**src/rtl/alu_seq_pkg.sv**
```systemverilog
// Shared definitions for the alu_seq block: opcode encodings, FSM state type
// and the registered flag bundle.
package alu_seq_pkg;

    localparam int OPC_W = 4;

    localparam logic [OPC_W-1:0] OP_ADD  = 4'd0;
    localparam logic [OPC_W-1:0] OP_SUB  = 4'd1;
    localparam logic [OPC_W-1:0] OP_AND  = 4'd2;
    localparam logic [OPC_W-1:0] OP_OR   = 4'd3;
    localparam logic [OPC_W-1:0] OP_XOR  = 4'd4;
    localparam logic [OPC_W-1:0] OP_GTU  = 4'd5;
    localparam logic [OPC_W-1:0] OP_SHLA = 4'd6;
    localparam logic [OPC_W-1:0] OP_SHLB = 4'd7;
    localparam logic [OPC_W-1:0] OP_MUL  = 4'd8;

    typedef enum logic {
        ST_IDLE = 1'b0,
        ST_MUL  = 1'b1
    } state_t;

    typedef struct packed {
        logic carry;
        logic zero;
        logic neg;
        logic ovf;
        logic err;
    } flags_t;

endpackage

```
**src/rtl/alu_seq_mul.sv**
```systemverilog
// Iterative unsigned shift-add multiplier: one partial product per cycle,
// WIDTH iterations after start. done is high for the cycle in which the
// product is complete; the owner must consume it on that edge.
module alu_seq_mul #(
    parameter int WIDTH = 8
) (
    input  logic               clk,
    input  logic               rst_n,
    input  logic               start,
    input  logic [WIDTH-1:0]   a,
    input  logic [WIDTH-1:0]   b,
    output logic               busy,
    output logic               done,
    output logic [2*WIDTH-1:0] product
);

    localparam logic [WIDTH-1:0] CNT_MAX = WIDTH'(WIDTH);

    logic               busy_q;
    logic [WIDTH-1:0]   cnt_q;
    logic [2*WIDTH-1:0] acc_q;
    logic [2*WIDTH-1:0] mcand_q;
    logic [WIDTH-1:0]   mplier_q;

    assign busy    = busy_q;
    assign done    = busy_q && (cnt_q == CNT_MAX);
    assign product = acc_q;

    // Load operands on start, then add/shift once per cycle until WIDTH steps are done.
    always_ff @(posedge clk) begin
        if (!rst_n) begin
            busy_q   <= 1'b0;
            cnt_q    <= '0;
            acc_q    <= '0;
            mcand_q  <= '0;
            mplier_q <= '0;
        end else if (start) begin
            busy_q   <= 1'b1;
            cnt_q    <= '0;
            acc_q    <= '0;
            mcand_q  <= {{WIDTH{1'b0}}, a};
            mplier_q <= b;
        end else if (busy_q && !done) begin
            if (mplier_q[0]) begin
                acc_q <= acc_q + mcand_q;
            end
            mcand_q  <= {mcand_q[2*WIDTH-2:0], 1'b0};
            mplier_q <= {1'b0, mplier_q[WIDTH-1:1]};
            cnt_q    <= cnt_q + 1'b1;
        end else if (done) begin
            busy_q <= 1'b0;
        end
    end

endmodule

```
**src/rtl/alu_seq.sv**
```systemverilog
// Registered, valid/ready-handshaked ALU with status flags.
// Optional iterative multiplier (opcode 8) built only when ALU_SEQ_MUL_EN is
// defined; otherwise opcode 8 is reported as illegal.
//
// Handshake: an op transfers in when in_valid && in_ready, a result transfers
// out when out_valid && out_ready. in_ready is high only in IDLE with the output
// register free or draining this cycle, so an accept and a drain can share an
// edge. A stalled result (out_valid && !out_ready) holds out/out_hi/flags stable.
module alu_seq
    import alu_seq_pkg::*;
#(
    parameter int WIDTH = 8
) (
    input  logic             clk,
    input  logic             rst_n,
    input  logic             in_valid,
    output logic             in_ready,
    input  logic [WIDTH-1:0] ina,
    input  logic [WIDTH-1:0] inb,
    input  logic [OPC_W-1:0] opcode,
    output logic             out_valid,
    input  logic             out_ready,
    output logic [WIDTH-1:0] out,
    output logic [WIDTH-1:0] out_hi,
    output logic             carry_flag,
    output logic             zero_flag,
    output logic             neg_flag,
    output logic             ovf_flag,
    output logic             err_flag
);

    state_t           state_q;
    state_t           state_d;
    logic             accept;
    logic             start_mul;
    logic             mul_busy;
    logic             mul_done;
    logic [WIDTH-1:0] sc_res;
    flags_t           sc_flags;
    logic             out_valid_q;
    logic [WIDTH-1:0] res_q;
    flags_t           flags_q;

    assign in_ready = rst_n && (state_q == ST_IDLE) && !mul_busy
                      && (!out_valid_q || out_ready);
    assign accept   = in_valid && in_ready;

`ifdef ALU_SEQ_MUL_EN
    logic [2*WIDTH-1:0] mul_prod;
    logic [WIDTH-1:0]   res_hi_q;

    assign start_mul = accept && (opcode == OP_MUL);

    alu_seq_mul #(.WIDTH(WIDTH)) u_mul (
        .clk     (clk),
        .rst_n   (rst_n),
        .start   (start_mul),
        .a       (ina),
        .b       (inb),
        .busy    (mul_busy),
        .done    (mul_done),
        .product (mul_prod)
    );

    // High half of the product; cleared by every single-cycle result.
    always_ff @(posedge clk) begin
        if (!rst_n) begin
            res_hi_q <= '0;
        end else if (accept && !start_mul) begin
            res_hi_q <= '0;
        end else if (mul_done) begin
            res_hi_q <= mul_prod[2*WIDTH-1:WIDTH];
        end
    end

    assign out_hi = res_hi_q;
`else
    assign start_mul = 1'b0;
    assign mul_busy  = 1'b0;
    assign mul_done  = 1'b0;
    assign out_hi    = '0;
`endif

    // FSM state register.
    always_ff @(posedge clk) begin
        if (!rst_n) begin
            state_q <= ST_IDLE;
        end else begin
            state_q <= state_d;
        end
    end

    // FSM next state: IDLE -> MUL on a multiply accept, back when the product is ready.
    always_comb begin
        state_d = state_q;
        case (state_q)
            ST_IDLE: if (start_mul) state_d = ST_MUL;
            ST_MUL:  if (mul_done)  state_d = ST_IDLE;
            default: state_d = ST_IDLE;
        endcase
    end

    // Single-cycle datapath: result and flags for every non-multiply opcode.
    always_comb begin
        sc_res   = '0;
        sc_flags = '0;
        case (opcode)
            OP_ADD: begin
                {sc_flags.carry, sc_res} = {1'b0, ina} + {1'b0, inb};
                sc_flags.ovf = (ina[WIDTH-1] == inb[WIDTH-1])
                               && (sc_res[WIDTH-1] != ina[WIDTH-1]);
            end
            OP_SUB: begin
                {sc_flags.carry, sc_res} = {1'b0, ina} + {1'b0, ~inb} + (WIDTH+1)'(1);
                sc_flags.ovf = (ina[WIDTH-1] == ~inb[WIDTH-1])
                               && (sc_res[WIDTH-1] != ina[WIDTH-1]);
            end
            OP_AND:  sc_res = ina & inb;
            OP_OR:   sc_res = ina | inb;
            OP_XOR:  sc_res = ina ^ inb;
            OP_GTU:  sc_res = {{(WIDTH-1){1'b0}}, (ina > inb)};
            OP_SHLA: begin
                sc_res         = {ina[WIDTH-2:0], 1'b0};
                sc_flags.carry = ina[WIDTH-1];
            end
            OP_SHLB: begin
                sc_res         = {inb[WIDTH-2:0], 1'b0};
                sc_flags.carry = inb[WIDTH-1];
            end
`ifdef ALU_SEQ_MUL_EN
            OP_MUL: sc_res = '0;
`endif
            default: sc_flags.err = 1'b1;
        endcase
        sc_flags.zero = (sc_res == '0);
        sc_flags.neg  = sc_res[WIDTH-1];
    end

    // Output register: load on single-cycle accept or multiply completion, else drain.
    always_ff @(posedge clk) begin
        if (!rst_n) begin
            out_valid_q <= 1'b0;
            res_q       <= '0;
            flags_q     <= '0;
        end else if (accept && !start_mul) begin
            out_valid_q <= 1'b1;
            res_q       <= sc_res;
            flags_q     <= sc_flags;
        end
`ifdef ALU_SEQ_MUL_EN
        else if (mul_done) begin
            out_valid_q   <= 1'b1;
            res_q         <= mul_prod[WIDTH-1:0];
            flags_q       <= '0;
            flags_q.zero  <= (mul_prod == '0);
            flags_q.neg   <= mul_prod[WIDTH-1];
        end
`endif
        else if (accept || (out_valid_q && out_ready)) begin
            out_valid_q <= 1'b0;
        end
    end

    assign out_valid  = out_valid_q;
    assign out        = res_q;
    assign carry_flag = flags_q.carry;
    assign zero_flag  = flags_q.zero;
    assign neg_flag   = flags_q.neg;
    assign ovf_flag   = flags_q.ovf;
    assign err_flag   = flags_q.err;

endmodule

```
**config.mk**
```make
export PLATFORM = sky130hd
export DESIGN_NAME = alu_seq
export DESIGN_NICKNAME = d
export VERILOG_FILES = /design/src/rtl/alu_seq_pkg.sv /design/src/rtl/alu_seq_mul.sv /design/src/rtl/alu_seq.sv
export SDC_FILE = /design/constraint.sdc
export NUM_CORES = 1
export LEC_CHECK = 0
export BUFFER_PORTS_ARGS = -buffer_cell sky130_fd_sc_hd__buf_4
export CORE_ASPECT_RATIO = 0.7
export CORE_UTILIZATION = 46
export CTS_CLUSTER_DIAMETER = 40
export DETAILED_ROUTE_END_ITERATION = 7
export GPL_TIMING_DRIVEN = 0
export HOLD_SLACK_MARGIN = 0.02
export PLACE_DENSITY = 0.67
export SETUP_SLACK_MARGIN = 0.1
export SYNTH_ARGS = -nofsm -noshare
export SYNTH_HDL_FRONTEND = slang
export SYNTH_HIERARCHICAL = 1
export SYNTH_SLANG_ARGS = --single-unit
export TNS_END_PERCENT = 20
```
**constraint.sdc**
```tcl
create_clock -name clk -period 3.2 [get_ports clk]
set_input_delay 0.16 -clock clk [delete_from_list [all_inputs] [get_ports clk]]
set_output_delay 0.16 -clock clk [all_outputs]
set_load 0.01 [all_outputs]
```
==> impl_metrics.env <==
export IMPL_netlist_area_mm2=0.002068
export IMPL_grt_use_total=0.2402
export IMPL_post_cts_buffers=0
export IMPL_final_util=0.6036
export IMPL_ir_drop_v=0.0002254
export IMPL_synthAdderAreaFrac=0.1766
export IMPL_yosys_top_cells_area="ha_1 (16%), dfxtp_1 (13%), o21ai_0 (5.1%)"
export IMPL_rsz0062_at_grt="no"
export IMPL_io_pins=47
export IMPL_place_congestion=0.8930
export IMPL_ys_types=70
export IMPL_place_area_mm2=0.002437
export IMPL_drt_pass1_iter_count=5
export IMPL_power_leakage_nw=1.166
export IMPL_start_util=0.5029
export IMPL_nets=362
export IMPL_tns_ns=0
export IMPL_dpl_cell_count=357
export IMPL_period_needed_ns=2.166
export IMPL_drtAntennaViolNets=0
export IMPL_synth_largest_area_cell="ha_1"
export IMPL_status="finished, final reports clean"
export IMPL_die_area_mm2=0.004773
export IMPL_antenna_cells=0
export IMPL_wl_per_cell_um=15.36
export IMPL_yosysWarnings=6
export IMPL_area_growth_syn_to_layout_pct=20.02
export IMPL_die_h_um=58.10
export IMPL_max_slew_margin_rel=0.3345
export IMPL_grt_pass1_wl_mm=8.790
export IMPL_cts_max_path_buffers=2
export IMPL_synth_top_area_share=0.1573
export IMPL_fmax_mhz=461.7
export IMPL_multiInputGateArea_mm2=0.001523
export IMPL_hold_viol=0
export IMPL_pre_cts_ws_ns=0.7944
export IMPL_power_total_mw=0.6531
export IMPL_startpoint_type="input port"
export IMPL_fill_cells=402
export IMPL_power_density_mw_per_mm2=263.1
export IMPL_worstPathMaxFanout=4
export IMPL_clock_sinks=13
export IMPL_rows=19
export IMPL_drive_gt1_frac=0.2524
export IMPL_synth_avg_cell_area_um2=7.924
export IMPL_holdCritPathClass="input port to register"
export IMPL_io_buffers=37
export IMPL_core_area_mm2=0.004113
export IMPL_muxShareOfSynthArea=0.05142
export IMPL_worst_slew_pin_transition_ns=0.9957
export IMPL_synth_edf_count=0
export IMPL_cts_made_buffers=3
export IMPL_ff2ff_path_depth=6
export IMPL_htree_levels=1
export IMPL_synthCells=261
export IMPL_final_cell_area_mm2=0.002482
export IMPL_drc_errors=0
export IMPL_cp_data_arrival_time_ns=2.36
export IMPL_synthXorXnorAreaFrac=0.01694
export IMPL_end_kind="register"
export IMPL_drv_cap=0
export IMPL_vias=2062
export IMPL_cp_data_required_time_ns=3.39
export IMPL_overflow=0
export IMPL_hold_buffers=0
export IMPL_regArea_um2=260.3
export IMPL_cts_root_buf="clkbuf_8"
export IMPL_fin_ws_ns=1.034
export IMPL_cts_tree="done"
export IMPL_ys_seq_elements=13
export IMPL_hold_path_depth=2
export IMPL_stdcell_count=361
export IMPL_antenna_found_initial=0
export IMPL_grt_max_degree=11
export IMPL_whs_ns=0.1866
export IMPL_synth_flop_cell="dfxtp_1"
export IMPL_synth_compound_area_share=0.2728
export IMPL_seq_area_frac_synth=0.1258
export IMPL_post_route_period_util=0.6769
export IMPL_path_clk_slew_ns=0.06
export IMPL_clock_latency_ns=0.25
export IMPL_clock_skew_ns=0.001179
export IMPL_synth_top_family_by_area="compound AO/OA/AOI/OAI gates"
export IMPL_async_flop_share=0
export IMPL_grt_pass1_vias=1828
export IMPL_report_final_slew_viol_count=0
export IMPL_drt_iter0_drc=158
export IMPL_drt_wl_total_mm=5.544
export IMPL_finalSetupViolCount=0
export IMPL_synthSimpleGateAreaFrac=0.2039
export IMPL_cts_resized=0
export IMPL_dp_hpwl_mm=4.476
export IMPL_criticalPathCategory="input port to register"
export IMPL_die_w_um=82.15
export IMPL_viasPerCell=5.712
## power breakdown
group	switching, mW	internal [mW]	leakage (nW)
clock	0.0618	0.0881	0.0228
sequential	0.00518	0.172	0.106
combinational	0.180	0.146	1.04
total	0.247	0.406	1.17
## placed cells by master (no fill, tap or decap), types with 7 or more instances in the layout
cell type   n
inv_1      26
dfxtp_1    13
nor2_1     10
nand3_1    11
ha_1       26
nor3_1      9
buf_4      48
o21ai_0    21
clkbuf_8    7
a21oi_1    16
conb_1      8
nand2_1    15
## path summary, 6_finish.rpt
kind,start,end,slack [ns]
worst min register to register,out[0]$_SDFFE_PN0P_,out[0]$_SDFFE_PN0P_,0.47
worst max-delay path,ina[0],out[6]$_SDFFE_PN0P_,1.03
worst min-delay path,in_valid,out[4]$_SDFFE_PN0P_,0.19
worst max register to register,out_valid$_SDFFE_PN0P_,zero_flag$_SDFFE_PN0P_,1.37
## worst max-delay path: stages
cell,delay (ns)
buf_4,0.08
inv_1,0.07
ha_1,0.21
fa_1,0.42
nor3_1,0.26
nor3_1,0.15
o31ai_1,0.27
a2bb2oi_1,0.11
a22o_1,0.29
a21oi_1,0.21
a31o_1,0.12
## layout make-up
class                   count  share of cell area
inverters                  26             0.03931
plain buffers              25             0.08619
well taps                  52             0.02621
clock buffers               4             0.01815
multi-input cells         204              0.6134
flip-flops and latches     13              0.1048
repair buffers             37              0.1119
## logic make-up (layout without fill, tap and decap cells)
group                      after synthesis  in the layout
DFF                                     13             13
muxes                                    8              8
other                                    1              8
adders and majority gates               28             28
and+or+nand+nor                         77             77
AOI/OAI and AO/OA                       79             79
xor gates and xnor gates                 4              4
buffers and inverters                   51             92
## per-layer routing
layer	global-route usage	vias up	share of wire
met5	0	-	0
met4	0.03008	0	0.0018
met3	0.05354	3	0.085
met2	0.3495	90	0.42
met1	0.3654	952	0.49
li1	-	1017	-
## state kept, by name, indices dropped and copies added, names as in the netlist
signal	count
zero_flag	1
out	8
out_valid	1
carry_flag	1
err_flag	1
ovf_flag	1
## synth_stat cells (3+ instances only)
| master | count |
|---|---|
| ha_1 | 26 |
| inv_1 | 26 |
| o21ai_0 | 21 |
| a21oi_1 | 16 |
| nand2_1 | 15 |
| dfxtp_1 | 13 |
| buf_4 | 11 |
| nand3_1 | 11 |
| nor2_1 | 10 |
| nor3_1 | 9 |
| buf_6 | 5 |
| mux2i_1 | 5 |
| nor2b_1 | 5 |
| a2111oi_0 | 4 |
| clkbuf_8 | 4 |
| a22oi_1 | 3 |
| and2_1 | 3 |
| clkbuf_1 | 3 |
| nand2b_1 | 3 |
| nand4_1 | 3 |
| nor4_1 | 3 |
| xnor2_1 | 3 |
No activity file was read; power rests on OpenSTA's default activity.
